`src/rtl/keypad_pkg.sv`:
```
// Shared key-code constants, FSM state encodings and slot decode for the dose-entry keypad.
package keypad_pkg;

    localparam logic [4:0] KEY_NONE = 5'h00;
    localparam logic [4:0] KEY_0    = 5'h10;
    localparam logic [4:0] KEY_1    = 5'h11;
    localparam logic [4:0] KEY_2    = 5'h12;
    localparam logic [4:0] KEY_3    = 5'h13;
    localparam logic [4:0] KEY_4    = 5'h14;
    localparam logic [4:0] KEY_5    = 5'h15;
    localparam logic [4:0] KEY_6    = 5'h16;
    localparam logic [4:0] KEY_7    = 5'h17;
    localparam logic [4:0] KEY_8    = 5'h18;
    localparam logic [4:0] KEY_9    = 5'h19;
    localparam logic [4:0] KEY_A    = 5'h1A;
    localparam logic [4:0] KEY_B    = 5'h1B;
    localparam logic [4:0] KEY_C    = 5'h1C;
    localparam logic [4:0] KEY_D    = 5'h1D;
    localparam logic [4:0] KEY_HASH = 5'h1E;
    localparam logic [4:0] KEY_STAR = 5'h1F;

    localparam logic [1:0] IDLE = 2'd0;
    localparam logic [1:0] EDIT = 2'd1;
    localparam logic [1:0] HOLD = 2'd2;

    // Slot number of an A..D key code (A=0 .. D=3).
    function automatic logic [1:0] slot_of(input logic [4:0] code);
        logic [4:0] diff;
        diff = code - KEY_A;
        return diff[1:0];
    endfunction

endpackage

```
`src/rtl/keypad_entry_bcd_to_bin.sv`:
```
// Combinational NDIG-digit BCD to binary converter (Horner chain, most significant digit first).
module bcd_to_bin #(
    parameter int NDIG  = 4,
    parameter int BIN_W = 14
) (
    input  logic [4*NDIG-1:0] bcd,
    output logic [BIN_W-1:0]  bin
);

    logic [BIN_W-1:0] acc [NDIG+1];

    assign acc[NDIG] = '0;

    generate
        for (genvar gi = 0; gi < NDIG; gi++) begin : g_horner
            assign acc[gi] = acc[gi+1] * BIN_W'(10) + BIN_W'(bcd[4*gi +: 4]);
        end
    endgenerate

    assign bin = acc[0];

endmodule

```
`src/rtl/keypad_entry.sv`:
```
// Keypad dose-entry assembler: slot select, BCD digit entry with delete/commit, idle timeout and
// valid/ack hand-off. Define KEYPAD_ENTRY_BINARY_EN to also register the binary value on commit.
module keypad_entry
    import keypad_pkg::*;
#(
    parameter int NDIG    = 4,
    parameter int TIMEOUT = 50000,
    parameter int BIN_W   = 14
) (
    input  logic                        clk,
    input  logic                        rst_n,
    input  logic [4:0]                  numeros,
    input  logic                        ack,
    output logic [4*NDIG-1:0]           valor,
    output logic [$clog2(NDIG+1)-1:0]   cuenta,
    output logic [1:0]                  slot,
    output logic                        valido,
    output logic                        error,
    output logic [BIN_W-1:0]            valor_bin,
    output logic [1:0]                  estado
);

    localparam int CW = $clog2(NDIG + 1);
    localparam int TW = (TIMEOUT > 1) ? $clog2(TIMEOUT) : 1;

    logic [1:0]          state_reg,  state_next;
    logic [4*NDIG-1:0]   valor_reg,  valor_next;
    logic [CW-1:0]       cuenta_reg, cuenta_next;
    logic [1:0]          slot_reg,   slot_next;
    logic                valido_reg, valido_next;
    logic                error_reg,  error_next;
    logic [TW-1:0]       tmr_reg,    tmr_next;

    logic key_valid, is_digit, is_slot, is_hash, is_star;

    // All 16 low-nibble codes are mapped, so bit4 alone qualifies a key.
    assign key_valid = numeros[4];
    assign is_digit  = (numeros >= KEY_0) && (numeros <= KEY_9);
    assign is_slot   = (numeros >= KEY_A) && (numeros <= KEY_D);
    assign is_hash   = (numeros == KEY_HASH);
    assign is_star   = (numeros == KEY_STAR);

    always_comb begin
        state_next  = state_reg;
        valor_next  = valor_reg;
        cuenta_next = cuenta_reg;
        slot_next   = slot_reg;
        valido_next = valido_reg;
        error_next  = 1'b0;
        tmr_next    = '0;

        case (state_reg)
            IDLE: begin
                if (is_slot) begin
                    slot_next   = slot_of(numeros);
                    valor_next  = '0;
                    cuenta_next = '0;
                    state_next  = EDIT;
                end
            end

            EDIT: begin
                if (key_valid) begin
                    if (is_digit) begin
                        if (cuenta_reg < CW'(NDIG)) begin
                            valor_next  = {valor_reg[4*NDIG-5:0], numeros[3:0]};
                            cuenta_next = cuenta_reg + CW'(1);
                        end else begin
                            error_next = 1'b1;
                        end
                    end else if (is_star) begin
                        if (cuenta_reg != '0) begin
                            valor_next  = valor_reg >> 4;
                            cuenta_next = cuenta_reg - CW'(1);
                        end else begin
                            state_next = IDLE;
                            slot_next  = '0;
                        end
                    end else if (is_hash) begin
                        if (cuenta_reg != '0) begin
                            state_next  = HOLD;
                            valido_next = 1'b1;
                        end else begin
                            error_next = 1'b1;
                        end
                    end else if (is_slot) begin
                        slot_next   = slot_of(numeros);
                        valor_next  = '0;
                        cuenta_next = '0;
                    end
                end else if (tmr_reg == TW'(TIMEOUT - 1)) begin
                    state_next  = IDLE;
                    valor_next  = '0;
                    cuenta_next = '0;
                    slot_next   = '0;
                    error_next  = 1'b1;
                end else begin
                    tmr_next = tmr_reg + TW'(1);
                end
            end

            HOLD: begin
                // Keys are dropped here, including one arriving with ack.
                if (ack) begin
                    state_next  = IDLE;
                    valido_next = 1'b0;
                    valor_next  = '0;
                    cuenta_next = '0;
                    slot_next   = '0;
                end
            end

            default: begin
                state_next  = IDLE;
                valido_next = 1'b0;
                valor_next  = '0;
                cuenta_next = '0;
                slot_next   = '0;
            end
        endcase
    end

    always_ff @(posedge clk or negedge rst_n) begin
        if (!rst_n) begin
            state_reg  <= IDLE;
            valor_reg  <= '0;
            cuenta_reg <= '0;
            slot_reg   <= '0;
            valido_reg <= 1'b0;
            error_reg  <= 1'b0;
            tmr_reg    <= '0;
        end else begin
            state_reg  <= state_next;
            valor_reg  <= valor_next;
            cuenta_reg <= cuenta_next;
            slot_reg   <= slot_next;
            valido_reg <= valido_next;
            error_reg  <= error_next;
            tmr_reg    <= tmr_next;
        end
    end

`ifdef KEYPAD_ENTRY_BINARY_EN
    logic [BIN_W-1:0] bin_conv;
    logic [BIN_W-1:0] bin_reg;
    logic             commit, release_hold;

    assign commit       = (state_reg == EDIT) && (state_next == HOLD);
    assign release_hold = (state_reg == HOLD) && (state_next == IDLE);

    bcd_to_bin #(
        .NDIG  (NDIG),
        .BIN_W (BIN_W)
    ) u_bcd_to_bin (
        .bcd (valor_reg),
        .bin (bin_conv)
    );

    always_ff @(posedge clk or negedge rst_n) begin
        if (!rst_n)
            bin_reg <= '0;
        else if (commit)
            bin_reg <= bin_conv;
        else if (release_hold)
            bin_reg <= '0;
    end

    assign valor_bin = bin_reg;
`else
    assign valor_bin = '0;
`endif

    assign valor  = valor_reg;
    assign cuenta = cuenta_reg;
    assign slot   = slot_reg;
    assign valido = valido_reg;
    assign error  = error_reg;
    assign estado = state_reg;

endmodule

```
`config.mk`:
```
export PLATFORM = sky130hd
export DESIGN_NAME = keypad_entry
export DESIGN_NICKNAME = d
export VERILOG_FILES = /design/src/rtl/keypad_pkg.sv /design/src/rtl/keypad_entry_bcd_to_bin.sv /design/src/rtl/keypad_entry.sv
export SDC_FILE = /design/constraint.sdc
export NUM_CORES = 1
export LEC_CHECK = 0
export ABC_CLOCK_PERIOD_IN_PS = 1900
export BUFFER_PORTS_ARGS = -buffer_cell sky130_fd_sc_hd__buf_2
export CAP_MARGIN = 20
export CORE_ASPECT_RATIO = 0.8
export CORE_MARGIN = 2
export CORE_UTILIZATION = 25
export CTS_CLUSTER_SIZE = 40
export DETAILED_ROUTE_END_ITERATION = 6
export GPL_ROUTABILITY_DRIVEN = 0
export SYNTH_ARGS = -nofsm -noshare
export SYNTH_HDL_FRONTEND = slang
export SYNTH_SLANG_ARGS = --single-unit
```
`constraint.sdc`:
```
create_clock -name clk -period 1.9 [get_ports clk]
set_input_delay 0.285 -clock clk [delete_from_list [all_inputs] [get_ports clk]]
set_output_delay 0.285 -clock clk [all_outputs]
set_load 0.02 [all_outputs]
```
After elaboration in Yosys (flattened, before gate mapping)

Index checks and enable logic that the tools add are counted.

Flip-flop bits (word level): 41
Bits of input ports: 8
Output and inout bits: 39
Memories kept: 0
Bits in read-only memories: 0
Bits in writable memories: 0
Logic and storage cells: 100
Latch bits: 0

$mul: 0
Shift operators: 0
Divide/modulo/power cells: 0
Bitwise gates (word level): 1
$add $sub $neg: 4
Order comparisons: 5
Equal/unequal tests: 21
Mux-type cells: 54
Reductions and logical operators: 8

Operators with widths:

| operator              | number |
|---|---|
| $mux 16               | 12 |
| $pmux 16 s3           | 1 |
| $mux 2                | 14 |
| $mux 3                | 9 |
| $ne 4x4->1 const B    | 5 |
| $add 16x1->16 const B | 1 |
| $eq 16x16->1 const B  | 1 |
| $mux 1                | 14 |
| $ne 2x2->1 const B    | 7 |
| $reduce_and 7->1      | 2 |
| $pmux 2 s3            | 2 |
| $eq 5x5->1 const B    | 2 |
| $ge 5x5->1 const B    | 2 |
| $le 5x5->1 const B    | 2 |
| $ne 5x5->1 const B    | 2 |
| $reduce_and 5->1      | 2 |
| $pmux 3 s3            | 1 |
| $ne 3x3->1 const B    | 2 |
| $add 3x1->3 const B   | 1 |
| $lt 3x3->1 const B    | 1 |
| $pmux 1 s3            | 1 |
| $reduce_bool 3->1     | 1 |
| $sub 3x1->3 const B   | 1 |
| $eq 2x1->1 const B    | 1 |
| 5 further kinds       | 6 |

Longest topological paths before layout

Gate-level depths: netlist of the first run.

Depth after elaboration: 8
Gate-level depth with buffers: 8
Gate-level depth less buffers: 7

Worst setup path before layout of the first run

No wires, ideal clock.

Path type: reg2reg
From: reg tmr_reg[5]
To: reg valor_reg[2], in the netlist valor[2]
Cell stages (with the launch flop): 7
Period minus slack after synthesis: 2095 ps
Path slack: -195 ps
Buffers on the path: 1
Library setup time: 126 ps
Arrival time: 1969 ps
Path through: dfrtp_1 > or4_1 > nor4_2 > or3_1 > buf_6 > o2111ai_4 > a221o_1

Word-level cells in the longest chain between the ends: 3

Ends and longest elaborated chain:

| element                    | RTL line            | text |
|---|---|---|
| from (decl)                | keypad_entry.sv:32  | `logic [TW-1:0] tmr_reg, tmr_next;` |
| from (signal assigned)     | keypad_entry.sv:139 | `tmr_reg <= tmr_next;` |
| $eq 16x16->1               | keypad_entry.sv:91  | `end else if (tmr_reg == TW'(TIMEOUT - 1)) begin` |
| $ne 3x3->1 (no line)       | n/a                 |  |
| $reduce_and 5->1 (no line) | n/a                 |  |
| to (signal assigned)       | keypad_entry.sv:134 | `valor_reg <= valor_next;` |
| to (decl)                  | keypad_entry.sv:27  | `logic [4*NDIG-1:0] valor_reg, valor_next;` |

Every way passes these cells.
A chain may end at the register's enable or synchronous reset.

Worst setup path after layout of the first run

From: reg tmr_reg[11]
To: reg valor_reg[12], in the netlist valor[12]

Same word-level chain as after synthesis.

==> Implementation_results.wiki, run 1 <==
{| class="wikitable"
! Metric !! Value
|-
| Number of max-cap violations || 0
|-
| Post-Syn Area || 2406 µm²
|-
| Critical path cell sequence || or4b_4 -> nor4_4 -> or3_4 -> o2111ai_4 -> buf_6 -> a22o_1
|-
| Launching instance or port of the critical path || tmr_reg[11]
|-
| Number of sinks on the clock net || 41
|-
| Leakage power || 1.493 nW
|-
| Biggest area contributors in the synthesized netlist || sky130_fd_sc_hd__dfrtp_1, sky130_fd_sc_hd__nor2_1, sky130_fd_sc_hd__buf_4
|-
| Count of unique library cells instantiated by Yosys || 47
|-
| Worst-path clk slew || 0.06 ns
|-
| Post-route DRC || 0
|-
| Failing checks || setup timing
|-
| Rel. slew slack || 63.53%
|-
| H-tree Lvls || 2
|-
| Reg2Reg Capture Point || valor[12]
|-
| Worst hold stages || 4
|-
| Average wire length per cell after detail routing || 14.37 µm
|-
| Clock insertion delay at the later pin of the skew report || 0.29 ns
|-
| Final worst path period share || 104.3%
|-
| Ant diodes || 0
|-
| Required time of the worst setup path || 2.08 ns
|-
| Max Fanout on Critical Path || 8
|-
| Die ar. || 10430 µm²
|-
| Startpoint-to-endpoint class of the critical path || reg -> reg
|-
| Power density cells || 1119 nW/µm²
|-
| Die boundary height || 91.75 µm
|-
| Type of destination of the critical path || flip-flop
|-
| Post-DRT Antenna Nets || 0
|-
| Maximum number of pins on one net before global-route repair || 20
|-
| Num ports || 47
|-
| Top cell types by occurrence after synthesis || sky130_fd_sc_hd__dfrtp_1, sky130_fd_sc_hd__nor2_1, sky130_fd_sc_hd__o21ai_0, sky130_fd_sc_hd__buf_4, sky130_fd_sc_hd__nand3_1
|-
| Startpoint of the lowest-slack register-to-register path || tmr_reg[11]
|-
| Vias in the first global route || 2051
|-
| Arrival time at the worst endpoint || 2.16 ns
|-
| Post-route minimum period || 1.982 ns
|-
| Cell type with the highest aggregate area in the netlist || sky130_fd_sc_hd__dfrtp_1
|-
| Row cnt || 31
|-
| First-pass GRT wire length || 10470 µm
|-
| Number of DRC violations after detailed-routing iteration 0 || 147
|-
| Min setup slack post-route || -0.08170 ns
|-
| Syn Inst Count || 259
|-
| Sequential element share of the synthesized area || 42.64%
|-
| Max Clock Skew || 0.01055 ns
|-
| Final hold slack || 0.3773 ns
|-
| Ys Warns || 0
|-
| Leading cell type by number of instances after synthesis || sky130_fd_sc_hd__dfrtp_1
|-
| Count of endpoints failing setup in the final report || 17
|-
| Min-Delay Path Class || in -> reg
|-
| Outcome || finished with violations
|-
| Area of the core || 9193 µm²
|-
| Cts bufs inserted || 5
|-
| GRT Resource Usage Total || 12.57%
|-
| Mapped Avg Cell Area || 9.290 µm²
|-
| Number of synthesized register bits || 41
|-
| Vias after detailed routing || 2148
|-
| Share of synthesized flip-flops with an asynchronous set or reset || 100.0%
|-
| Unrepaired setup endpoints after global routing || yes
|-
| Root Buffer || sky130_fd_sc_hd__clkbuf_16
|-
| IR drop worst, VDD || 393.8 µV
|-
| Total design power || 3.503 mW
|-
| Worst-case reg-to-reg path depth || 6
|-
| Max Clk Rate || 0.5046 GHz
|-
| Delay of the slowest cell on the worst path || 0.55 ns
|-
| Sum of overflow across all layers after global routing || 0
|-
| Crit path max-delay cell type || sky130_fd_sc_hd__or4b_4
|-
| Worst setup timing slack at the placement stage || -0.1540 ns
|-
| Antenna violations before repair || 0
|-
| Top cell type's share of synthesized area || 42.64%
|-
| End point of the critical path || valor[12]
|-
| Layout cells sized above 1 || 28.53%
|-
| Max Root-Sink Buffers || 2
|-
| Detailed-placement wirelength estimate || 4746 µm
|-
| Drt pass-1 iters || 6
|-
| Detailed-route vias per instance || 4.871
|-
| Width of the die || 113.7 µm
|-
| Area Overhead vs Synth || 30.11%
|-
| Number of buffers inserted by port buffering || 32
|-
| Finished Core Util || 34.05%
|-
| Leading register cell type out of synthesis || sky130_fd_sc_hd__dfrtp_1
|-
| Fill cells || 938
|-
| Count of flip-flops with a built-in enable after synthesis || 0
|-
| Final wirelength || 6337 µm
|-
| Number of slew-limit violations in the final report || 0
|-
| Actual transition at the worst max-transition pin || 0.5429 ns
|-
| Final Hold Viols || 0
|-
| Clock tree from TritonCTS || yes
|-
| Flop2flop setup slack || -0.08 ns
|-
| CP startpoint kind || flip-flop
|-
| Total number of nets in the final design || 337
|-
| Initial core utilization || 26.17%
|}
critical path: cells and delay by family, from the launching register on:
family                 cells  cell delay (ns)
AOI/OAI and AO/OA          2             0.37
buffers and inverters      1             0.20
DFF                        1             0.38
and+or+nand+nor            3             0.94
per-stage QoR:
step	instances	instance area (µm²)	TNS [ns]
after floorplan	272	2469	-0.7663
after global placement	428	2879	-1.280
after detailed placement	428	2879	-1.883
after CTS	439	3108	-1.577
after global routing	441	3131	-2.430
final	441	3131	-0.9500
power by group:
group	switching, mW	leakage [nW]	internal, mW
sequential	0.161	0.555	1.02
clock	0.348	0.0831	0.655
combinational	0.748	0.855	0.571
total	1.26	1.49	2.25
layer usage:
| metal | up-vias | track usage (%) | wire (µm) |
|---|---|---|---|
| met1 | 1041 | 17.84 | 3169 |
| met4 | 0 | 2.541 | 53 |
| met5 | - | 0 | 0 |
| li1 | 1047 | - | - |
| met2 | 54 | 18.71 | 2785 |
| met3 | 6 | 4.098 | 328 |
layout make-up:
| type | instances | area [µm²] | share of cell area (%) |
|---|---|---|---|
| timing repair buffer | 75 | 490.5 | 15.67 |
| sequential | 41 | 1030 | 32.89 |
| inverter | 9 | 33.78 | 1.079 |
| clock buffer | 6 | 138.9 | 4.436 |
| multi-input combinational | 193 | 1256 | 40.13 |
| clock inverter | 2 | 37.54 | 1.199 |
| tap | 115 | 143.9 | 4.596 |
layout by cell type, fill, tap and decap left out, types with 3 or more instances in the layout:
cell                        synthesis  routed
sky130_fd_sc_hd__a221o_1            3       3
sky130_fd_sc_hd__nand4_1            3       3
sky130_fd_sc_hd__a22o_1             9       9
sky130_fd_sc_hd__o21ai_0           16      16
sky130_fd_sc_hd__dfrtp_2            0       3
sky130_fd_sc_hd__nand3_1           14      13
sky130_fd_sc_hd__and3_1             8       8
sky130_fd_sc_hd__xnor2_1            9       9
sky130_fd_sc_hd__dfrtp_1           41      38
sky130_fd_sc_hd__o211ai_1           3       3
sky130_fd_sc_hd__a31oi_1            6       6
sky130_fd_sc_hd__nand2_1           13      13
sky130_fd_sc_hd__buf_4             14      39
sky130_fd_sc_hd__inv_1              9       9
sky130_fd_sc_hd__nor2_1            32      32
sky130_fd_sc_hd__ha_1               4       4
sky130_fd_sc_hd__buf_2              2      33
sky130_fd_sc_hd__clkbuf_16          0       5
sky130_fd_sc_hd__xor2_1             7       7
sky130_fd_sc_hd__conb_1             1      14
sky130_fd_sc_hd__o2bb2ai_1          7       7
sky130_fd_sc_hd__a21oi_1            8       8
sky130_fd_sc_hd__a21o_1             5       5
sky130_fd_sc_hd__a221oi_1           5       5
worst min path at each step:
stage / start / to
2_1_floorplan: rst_n / cuenta[0]
3_3_place_gp: rst_n / estado[0]
3_5_place_dp: rst_n / estado[0]
4_1_cts: numeros[3] / valor[3]
5_1_grt: numeros[3] / valor[3]
6_report: ack / estado[1]
logic make-up after synthesis:
family                   after synthesis  synth area share [%]
AO/OA/AOI/OAI                         76                 23.56
XOR/XNOR                              16                 5.824
adder cells (fa/ha/maj)                4                 2.080
buffers and inverters                 38                 8.840
flip-flops                            41                 42.64
other                                  1                0.1559
AND/OR/NAND/NOR                       83                 16.90
what timing repair did:
action / CTS / global route
endpoints found under the hold margin: 17 / 0
cloned: 1 / 0
setup buffers: 1 / 2
gates resized for setup: 6 / 3
setup endpoints to repair: 21 / 33
pin swaps: 7 / 5
hold buffers: 1 / 0
(Power assumes the default switching activity.)
==> inputs of run 2 (changes only) <==
- ABC_CLOCK_PERIOD_IN_PS: 1900 -> 1700
- CAP_MARGIN: 20 -> default
- SYNTH_HIERARCHICAL: default -> 1
- clock period: 1.9 -> 1.7 ns (I/O delays scaled with it)
==> Implementation_results.wiki, run 2 <==
{| class="wikitable"
! Metric !! Value
|-
| Outcome || finished with violations (unchanged)
|-
| Failing checks || setup timing (unchanged)
|-
| Number of buffers inserted by port buffering || 32 (unchanged)
|-
| Number of max-cap violations || 0 (unchanged)
|-
| Flop pwr share || 31.3% (was 33.7%)
|-
| Top cell type's share of synthesized area || 42.64% (unchanged)
|-
| Leakage power || 1.639 nW (was 1.493 nW)
|-
| Post-route insts no fill || 461 (was 441)
|-
| Max Fanout on Critical Path || 8 (unchanged)
|-
| Ant diodes || 0 (unchanged)
|-
| H-tree Lvls || 2 (unchanged)
|-
| Drt pass-1 iters || 4 (was 6)
|-
| Clock network fraction of total power || 26.0% (was 28.6%)
|-
| Antenna violations before repair || 0 (unchanged)
|-
| Count of unique library cells instantiated by Yosys || 47 (unchanged)
|-
| Clock insertion delay at the later pin of the skew report || 0.28 ns (was 0.29 ns)
|-
| Most common cell after layout, fill and taps aside || sky130_fd_sc_hd__buf_4 (unchanged)
|-
| Biggest area contributors in the synthesized netlist || sky130_fd_sc_hd__dfrtp_1, sky130_fd_sc_hd__nor2_1, sky130_fd_sc_hd__buf_4 (unchanged)
|-
| Worst hold stages || 2 (was 4)
|-
| Width of the die || 113.7 µm (unchanged)
|-
| Post-route minimum period || 2.034 ns (was 1.982 ns)
|-
| Switching power of the nets || 1.470 mW (was 1.258 mW)
|-
| Max Clock Skew || 0.008549 ns (was 0.01055 ns)
|-
| Detailed-placement wirelength estimate || 4843 µm (was 4746 µm)
|-
| Top cell types by occurrence after synthesis || sky130_fd_sc_hd__dfrtp_1, sky130_fd_sc_hd__nor2_1, sky130_fd_sc_hd__o21ai_0, sky130_fd_sc_hd__buf_4, sky130_fd_sc_hd__nand3_1 (unchanged)
|-
| Final wirelength || 6532 µm (was 6337 µm)
|-
| Ys Warns || 6 (was 0)
|-
| Placed cell count || 448 (was 428)
|-
| Post-route DRC || 0 (unchanged)
|-
| Detailed-route vias per instance || 4.896 (was 4.871)
|-
| First-pass GRT wire length || 11070 µm (was 10470 µm)
|-
| Switching share of power || 35.53% (was 35.90%)
|-
| Arrival time at the worst endpoint || 2.20 ns (was 2.16 ns)
|-
| Leading cell type by number of instances after synthesis || sky130_fd_sc_hd__dfrtp_1 (unchanged)
|-
| Min-Delay Path Class || in -> reg (unchanged)
|-
| Number of synthesized register bits || 41 (unchanged)
|-
| Fill cells || 940 (was 938)
|-
| Startpoint-to-endpoint class of the critical path || reg -> reg (unchanged)
|-
| Worst-path clk slew || 0.06 ns (about the same)
|-
| Critical path cell sequence || or4b_4 -> nor4_4 -> or3_4 -> o2111ai_4 -> buf_6 -> a22o_1 (unchanged)
|-
| Num ports || 47 (unchanged)
|-
| CP startpoint kind || flip-flop (unchanged)
|-
| Max Clk Rate || 0.4917 GHz (was 0.5046 GHz)
|-
| IR drop worst, VDD || 449.8 µV (was 393.8 µV)
|-
| Vias after detailed routing || 2257 (was 2148)
|-
| Part of the power in combinational logic || 42.8% (was 37.7%)
|-
| Reg2Reg Capture Point || valor[13] (was valor[12])
|-
| Required time of the worst setup path || 1.87 ns (was 2.08 ns)
|-
| Number of DRC violations after detailed-routing iteration 0 || 138 (was 147)
|-
| Cell Int Power || 2.668 mW (was 2.245 mW)
|-
| Mapped Avg Cell Area || 9.290 µm² (unchanged)
|-
| Flop2flop setup slack || -0.33 ns (was -0.08 ns)
|-
| Count of flip-flops with a built-in enable after synthesis || 0 (unchanged)
|-
| GRT Resource Usage Total || 13.16% (was 12.57%)
|-
| Hold wc startpoint || numeros[3] (was ack)
|-
| Die ar. || 10430 µm² (unchanged)
|-
| Final hold slack || 0.3403 ns (was 0.3773 ns)
|-
| Total number of nets in the final design || 357 (was 337)
|-
| Footprint of the flip-flops and latches || 1030 µm² (unchanged)
|-
| Most frequent cells in the layout || sky130_fd_sc_hd__buf_4, sky130_fd_sc_hd__dfrtp_1, sky130_fd_sc_hd__buf_2 (unchanged)
|-
| Row cnt || 31 (unchanged)
|-
| Sink of the worst hold path || valor[3] (was estado[1])
|-
| Die boundary height || 91.75 µm (unchanged)
|-
| Delay of the slowest cell on the worst path || 0.53 ns (was 0.55 ns)
|-
| Max Root-Sink Buffers || 2 (unchanged)
|-
| Crit path max-delay cell type || sky130_fd_sc_hd__or4b_4 (unchanged)
|-
| Average wire length per cell after detail routing || 14.17 µm (was 14.37 µm)
|-
| Syn Inst Count || 259 (unchanged)
|-
| Layout cells sized above 1 || 34.10% (was 28.53%)
|-
| Post-DRT Antenna Nets || 0 (unchanged)
|-
| Share of synthesized flip-flops with an asynchronous set or reset || 100.0% (unchanged)
|-
| Min setup slack post-route || -0.3338 ns (was -0.08170 ns)
|-
| Cell type with the highest aggregate area in the netlist || sky130_fd_sc_hd__dfrtp_1 (unchanged)
|-
| Leading register cell type out of synthesis || sky130_fd_sc_hd__dfrtp_1 (unchanged)
|-
| Multi-input combinational cell area || 1309 µm² (was 1256 µm²)
|-
| Area of the core || 9193 µm² (unchanged)
|-
| Sequential element share of the synthesized area || 42.64% (unchanged)
|-
| Rel. slew slack || 64.03% (was 63.53%)
|-
| Maximum number of pins on one net before global-route repair || 25 (was 20)
|-
| Area Overhead vs Synth || 41.34% (was 30.11%)
|-
| Worst-case reg-to-reg path depth || 6 (unchanged)
|-
| Startpoint of the lowest-slack register-to-register path || tmr_reg[11] (unchanged)
|-
| Unrepaired setup endpoints after global routing || yes (unchanged)
|-
| Total design power || 4.138 mW (was 3.503 mW)
|-
| Final Hold Viols || 0 (unchanged)
|-
| Actual transition at the worst max-transition pin || 0.5396 ns (was 0.5429 ns)
|-
| Sum of overflow across all layers after global routing || 0 (unchanged)
|-
| Final worst path period share || 119.6% (was 104.3%)
|-
| Root Buffer || sky130_fd_sc_hd__clkbuf_16 (unchanged)
|-
| Power density cells || 1217 nW/µm² (was 1119 nW/µm²)
|-
| Number of slew-limit violations in the final report || 0 (unchanged)
|-
| Post-Syn Area || 2406 µm² (unchanged)
|-
| Clock tree from TritonCTS || yes (unchanged)
|-
| Type of destination of the critical path || flip-flop (unchanged)
|-
| Vias in the first global route || 2229 (was 2051)
|-
| Number of sinks on the clock net || 41 (unchanged)
|-
| Cts bufs inserted || 5 (unchanged)
|-
| Count of endpoints failing setup in the final report || 38 (was 17)
|-
| Initial core utilization || 26.17% (unchanged)
|}
run 2: critical path: cells and delay by family, from the launching register on:
kind	cells	cell delay [ns]
AOI/OAI and AO/OA	2	0.38
buffers and inverters	1	0.21
and+or+nand+nor	3	0.94
DFF	1	0.39
run 2: final cells by class:
| type | instances | area share (%) |
|---|---|---|
| clock buffers | 6 | 3.790 |
| clock inverters | 2 | 1.141 |
| inverters | 9 | 0.9934 |
| multi-input cells | 193 | 38.48 |
| flip-flops and latches | 41 | 30.28 |
| well taps | 115 | 4.231 |
| repair buffers | 95 | 21.08 |
run 2: stage by stage:
step           utilization, %  area [µm²]  TNS (ns)  setup WS, ns
3_3_place_gp            33.22        3054    -8.088       -0.3430
6_report                36.99        3401    -7.783       -0.3338
2_1_floorplan               -        2469    -6.061       -0.2926
5_1_grt                 36.99        3401    -10.52       -0.4087
4_1_cts                 36.65        3369    -10.55       -0.3958
3_5_place_dp            33.22        3054    -10.58       -0.4293
run 2: routing by layer:
| metal | up-vias | wire length, µm | track usage [%] |
|---|---|---|---|
| met5 | - | 0 | 0 |
| met4 | 0 | 14 | 2.236 |
| met3 | 2 | 313 | 3.767 |
| met2 | 54 | 3008 | 20.51 |
| met1 | 1116 | 3196 | 18.38 |
| li1 | 1085 | - | - |
run 2: worst max path at each step:
stage	from	to	slack (ns)	cells after the start
CTS	tmr_reg[5]	valor[13]	-0.40	6
global route	tmr_reg[11]	valor[14]	-0.41	6
floorplan	tmr_reg[11]	valor[2]	-0.29	6
global placement	tmr_reg[11]	valor[13]	-0.34	6
detailed placement	tmr_reg[11]	valor[13]	-0.43	6
finish	tmr_reg[11]	valor[13]	-0.33	6
run 2: power groups by stage:
stage / combinational [mW] / clock, mW / sequential [mW]
6_report: 1.77 / 1.07 / 1.29
5_1_grt: 1.93 / 1.15 / 1.32
4_1_cts: 1.75 / 1.11 / 1.29
3_5_place_dp: 1.56 / 0 / 1.30
3_3_place_gp: 1.54 / 0 / 1.30
2_1_floorplan: 0.742 / 0 / 1.48
run 2: logic make-up (layout without fill, tap and decap cells):
family	count (synthesis)	in the layout	synth area share, %
AO/OA/AOI/OAI	76	76	23.56
XOR/XNOR	16	16	5.824
adder cells (fa/ha/maj)	4	4	2.080
buffers and inverters	38	112	8.840
flip-flops	41	41	42.64
other	1	14	0.1559
AND/OR/NAND/NOR	83	83	16.90
run 2: what timing repair did:
action	in CTS	in global routing
pin swaps	12	6
buffers inserted	2	2
gates resized for setup	19	7
hold buffers	1	0
gates cloned	1	0
endpoints found under the hold margin	22	0
setup endpoints to repair	40	40
==> inputs of run 3 (changes only) <==
- SKIP_CTS_REPAIR_TIMING: default -> 1
==> Implementation_results.wiki, run 3 (synthesis gave the netlist of run 2 again) <==
{| class="wikitable"
! Metric !! Value
|-
| Maximum number of pins on one net before global-route repair || 25 (unchanged)
|-
| Clock tree from TritonCTS || yes (unchanged)
|-
| Number of buffers inserted by port buffering || 32 (unchanged)
|-
| CP startpoint kind || flip-flop (unchanged)
|-
| Die boundary height || 91.75 µm (unchanged)
|-
| First-pass GRT wire length || 10580 µm (was 11070 µm)
|-
| Detailed-placement wirelength estimate || 4843 µm (unchanged)
|-
| Post-DRT Antenna Nets || 0 (unchanged)
|-
| Required time of the worst setup path || 1.87 ns (about the same)
|-
| Post-route minimum period || 2.069 ns (was 2.034 ns)
|-
| Most common cell after layout, fill and taps aside || sky130_fd_sc_hd__buf_4 (unchanged)
|-
| Num ports || 47 (unchanged)
|-
| Fill cells || 948 (was 940)
|-
| Number of max-cap violations || 0 (unchanged)
|-
| Delay of the slowest cell on the worst path || 0.56 ns (was 0.53 ns)
|-
| Final hold slack || -0.04615 ns (was 0.3403 ns)
|-
| Post-route DRC || 0 (unchanged)
|-
| GRT Resource Usage Total || 12.55% (was 13.16%)
|-
| Startpoint of the lowest-slack register-to-register path || tmr_reg[13] (was tmr_reg[11])
|-
| Area of the core || 9193 µm² (unchanged)
|-
| Max Fanout on Critical Path || 8 (unchanged)
|-
| Average wire length per cell after detail routing || 14.21 µm (was 14.17 µm)
|-
| Actual transition at the worst max-transition pin || 0.5385 ns (was 0.5396 ns)
|-
| Area Overhead vs Synth || 39.42% (was 41.34%)
|-
| Max Root-Sink Buffers || 2 (unchanged)
|-
| Final Hold Viols || 22 (was 0)
|-
| Placed standard-cell area || 3054 µm² (unchanged)
|-
| IR drop worst, VDD || 427.8 µV (was 449.8 µV)
|-
| Vias after detailed routing || 2251 (was 2257)
|-
| Startpoint-to-endpoint class of the critical path || reg -> reg (unchanged)
|-
| Vias in the first global route || 2178 (was 2229)
|-
| Launching instance or port of the critical path || tmr_reg[13] (was tmr_reg[11])
|-
| Number of sinks on the clock net || 41 (unchanged)
|-
| Crit path max-delay cell type || sky130_fd_sc_hd__or4_4 (was sky130_fd_sc_hd__or4b_4)
|-
| Cts bufs inserted || 5 (unchanged)
|-
| H-tree Lvls || 2 (unchanged)
|-
| Unrepaired setup endpoints after global routing || yes (unchanged)
|-
| Max Clock Skew || 0.009459 ns (was 0.008549 ns)
|-
| Worst-path clk slew || 0.06 ns (about the same)
|-
| Critical path cell sequence || or4_4 -> nor4_4 -> or3_4 -> o2111ai_4 -> buf_6 -> a22o_1 (was or4b_4 -> nor4_4 -> or3_4 -> o2111ai_4 -> buf_6 -> a22o_1)
|-
| Row cnt || 31 (unchanged)
|-
| Most frequent cells in the layout || sky130_fd_sc_hd__buf_4, sky130_fd_sc_hd__dfrtp_1, sky130_fd_sc_hd__buf_2 (unchanged)
|-
| Initial core utilization || 26.17% (unchanged)
|-
| Min setup slack post-route || -0.3690 ns (was -0.3338 ns)
|-
| Power density cells || 1217 nW/µm² (about the same)
|-
| Final wirelength || 6524 µm (was 6532 µm)
|-
| Ant diodes || 0 (unchanged)
|-
| Finished Cell Area || 3354 µm² (was 3401 µm²)
|-
| Rel. slew slack || 64.10% (was 64.03%)
|-
| Count of endpoints failing setup in the final report || 38 (unchanged)
|-
| Type of destination of the critical path || flip-flop (unchanged)
|-
| Final worst path period share || 121.7% (was 119.6%)
|-
| Clock insertion delay at the later pin of the skew report || 0.28 ns (about the same)
|-
| Outcome || finished with violations (unchanged)
|-
| Drt pass-1 iters || 4 (unchanged)
|-
| Failing checks || hold timing, setup timing (was setup timing)
|-
| Antenna violations before repair || 0 (unchanged)
|-
| Detailed-route vias per instance || 4.904 (was 4.896)
|-
| Width of the die || 113.7 µm (unchanged)
|-
| Root Buffer || sky130_fd_sc_hd__clkbuf_16 (unchanged)
|-
| Total number of nets in the final design || 355 (was 357)
|-
| Max Clk Rate || 0.4833 GHz (was 0.4917 GHz)
|-
| Post-Route Setup TNS || -9.281 ns (was -7.783 ns)
|-
| Number of DRC violations after detailed-routing iteration 0 || 148 (was 138)
|-
| Number of slew-limit violations in the final report || 0 (unchanged)
|-
| Die ar. || 10430 µm² (unchanged)
|-
| Sum of overflow across all layers after global routing || 0 (unchanged)
|-
| Min-Delay Path Class || in -> async (was in -> reg)
|-
| Layout cells sized above 1 || 34.01% (was 34.10%)
|-
| Arrival time at the worst endpoint || 2.24 ns (was 2.20 ns)
|-
| Leakage power || 1.609 nW (was 1.639 nW)
|}
==> run 3: through the flow <==
stage / util, % / instances / power, mW / worst slack [ns] / hold WS (ns)
after floorplan: - / 272 / 2.218 / -0.2926 / -0.04059
after global placement: 33.22 / 448 / 2.841 / -0.3430 / 0.2758
after detailed placement: 33.22 / 448 / 2.863 / -0.4293 / 0.2838
after CTS: 35.05 / 456 / 3.959 / -0.4287 / -0.01952
after global routing: 36.49 / 459 / 4.352 / -0.4641 / 0.01200
final: 36.49 / 459 / 4.084 / -0.3690 / -0.04615
==> run 3: final timing paths <==
check	to	slack [ns]	depth (start not counted)
worst max-delay path	valor[13]	-0.37	6
worst min-delay path	valido	-0.05	1
worst max register to register	valor[13]	-0.37	6
worst min register to register	valor[14]	0.53	1
max in group asynchronous	valor[14]	1.12	2
min in group clk	valor[3]	0.34	2
==> run 3: routing by layer <==
metal / vias to the layer above / track usage (%) / part of all wire (%)
met2: 60 / 19.16 / 46
li1: 1083 / - / -
met3: 8 / 4.164 / 6.3
met5: - / 0 / 0
met4: 0 / 2.642 / 0.66
met1: 1100 / 17.31 / 47
==> run 3: worst max-delay path: cells and delay by family, from the launching register on <==
kind	cells	cell delay, ns
DFF	1	0.38
buffers and inverters	1	0.21
and+or+nand+nor	3	0.97
AOI/OAI and AO/OA	2	0.40
==> run 3: area by class of cell <==
class / instances / area, µm² / share of cell area [%]
multi-input combinational: 193 / 1292 / 38.53
sequential: 41 / 1028 / 30.66
timing repair buffer: 93 / 688.2 / 20.51
tap: 115 / 143.9 / 4.289
clock buffer: 6 / 128.9 / 3.842
clock inverter: 2 / 38.79 / 1.156
inverter: 9 / 33.78 / 1.007
==> run 3: power by group <==
part	total, mW	switching (mW)	internal, mW	leakage, nW
logic	1.72	0.915	0.803	0.972
registers	1.29	0.157	1.14	0.556
clock network	1.07	0.377	0.696	0.0810
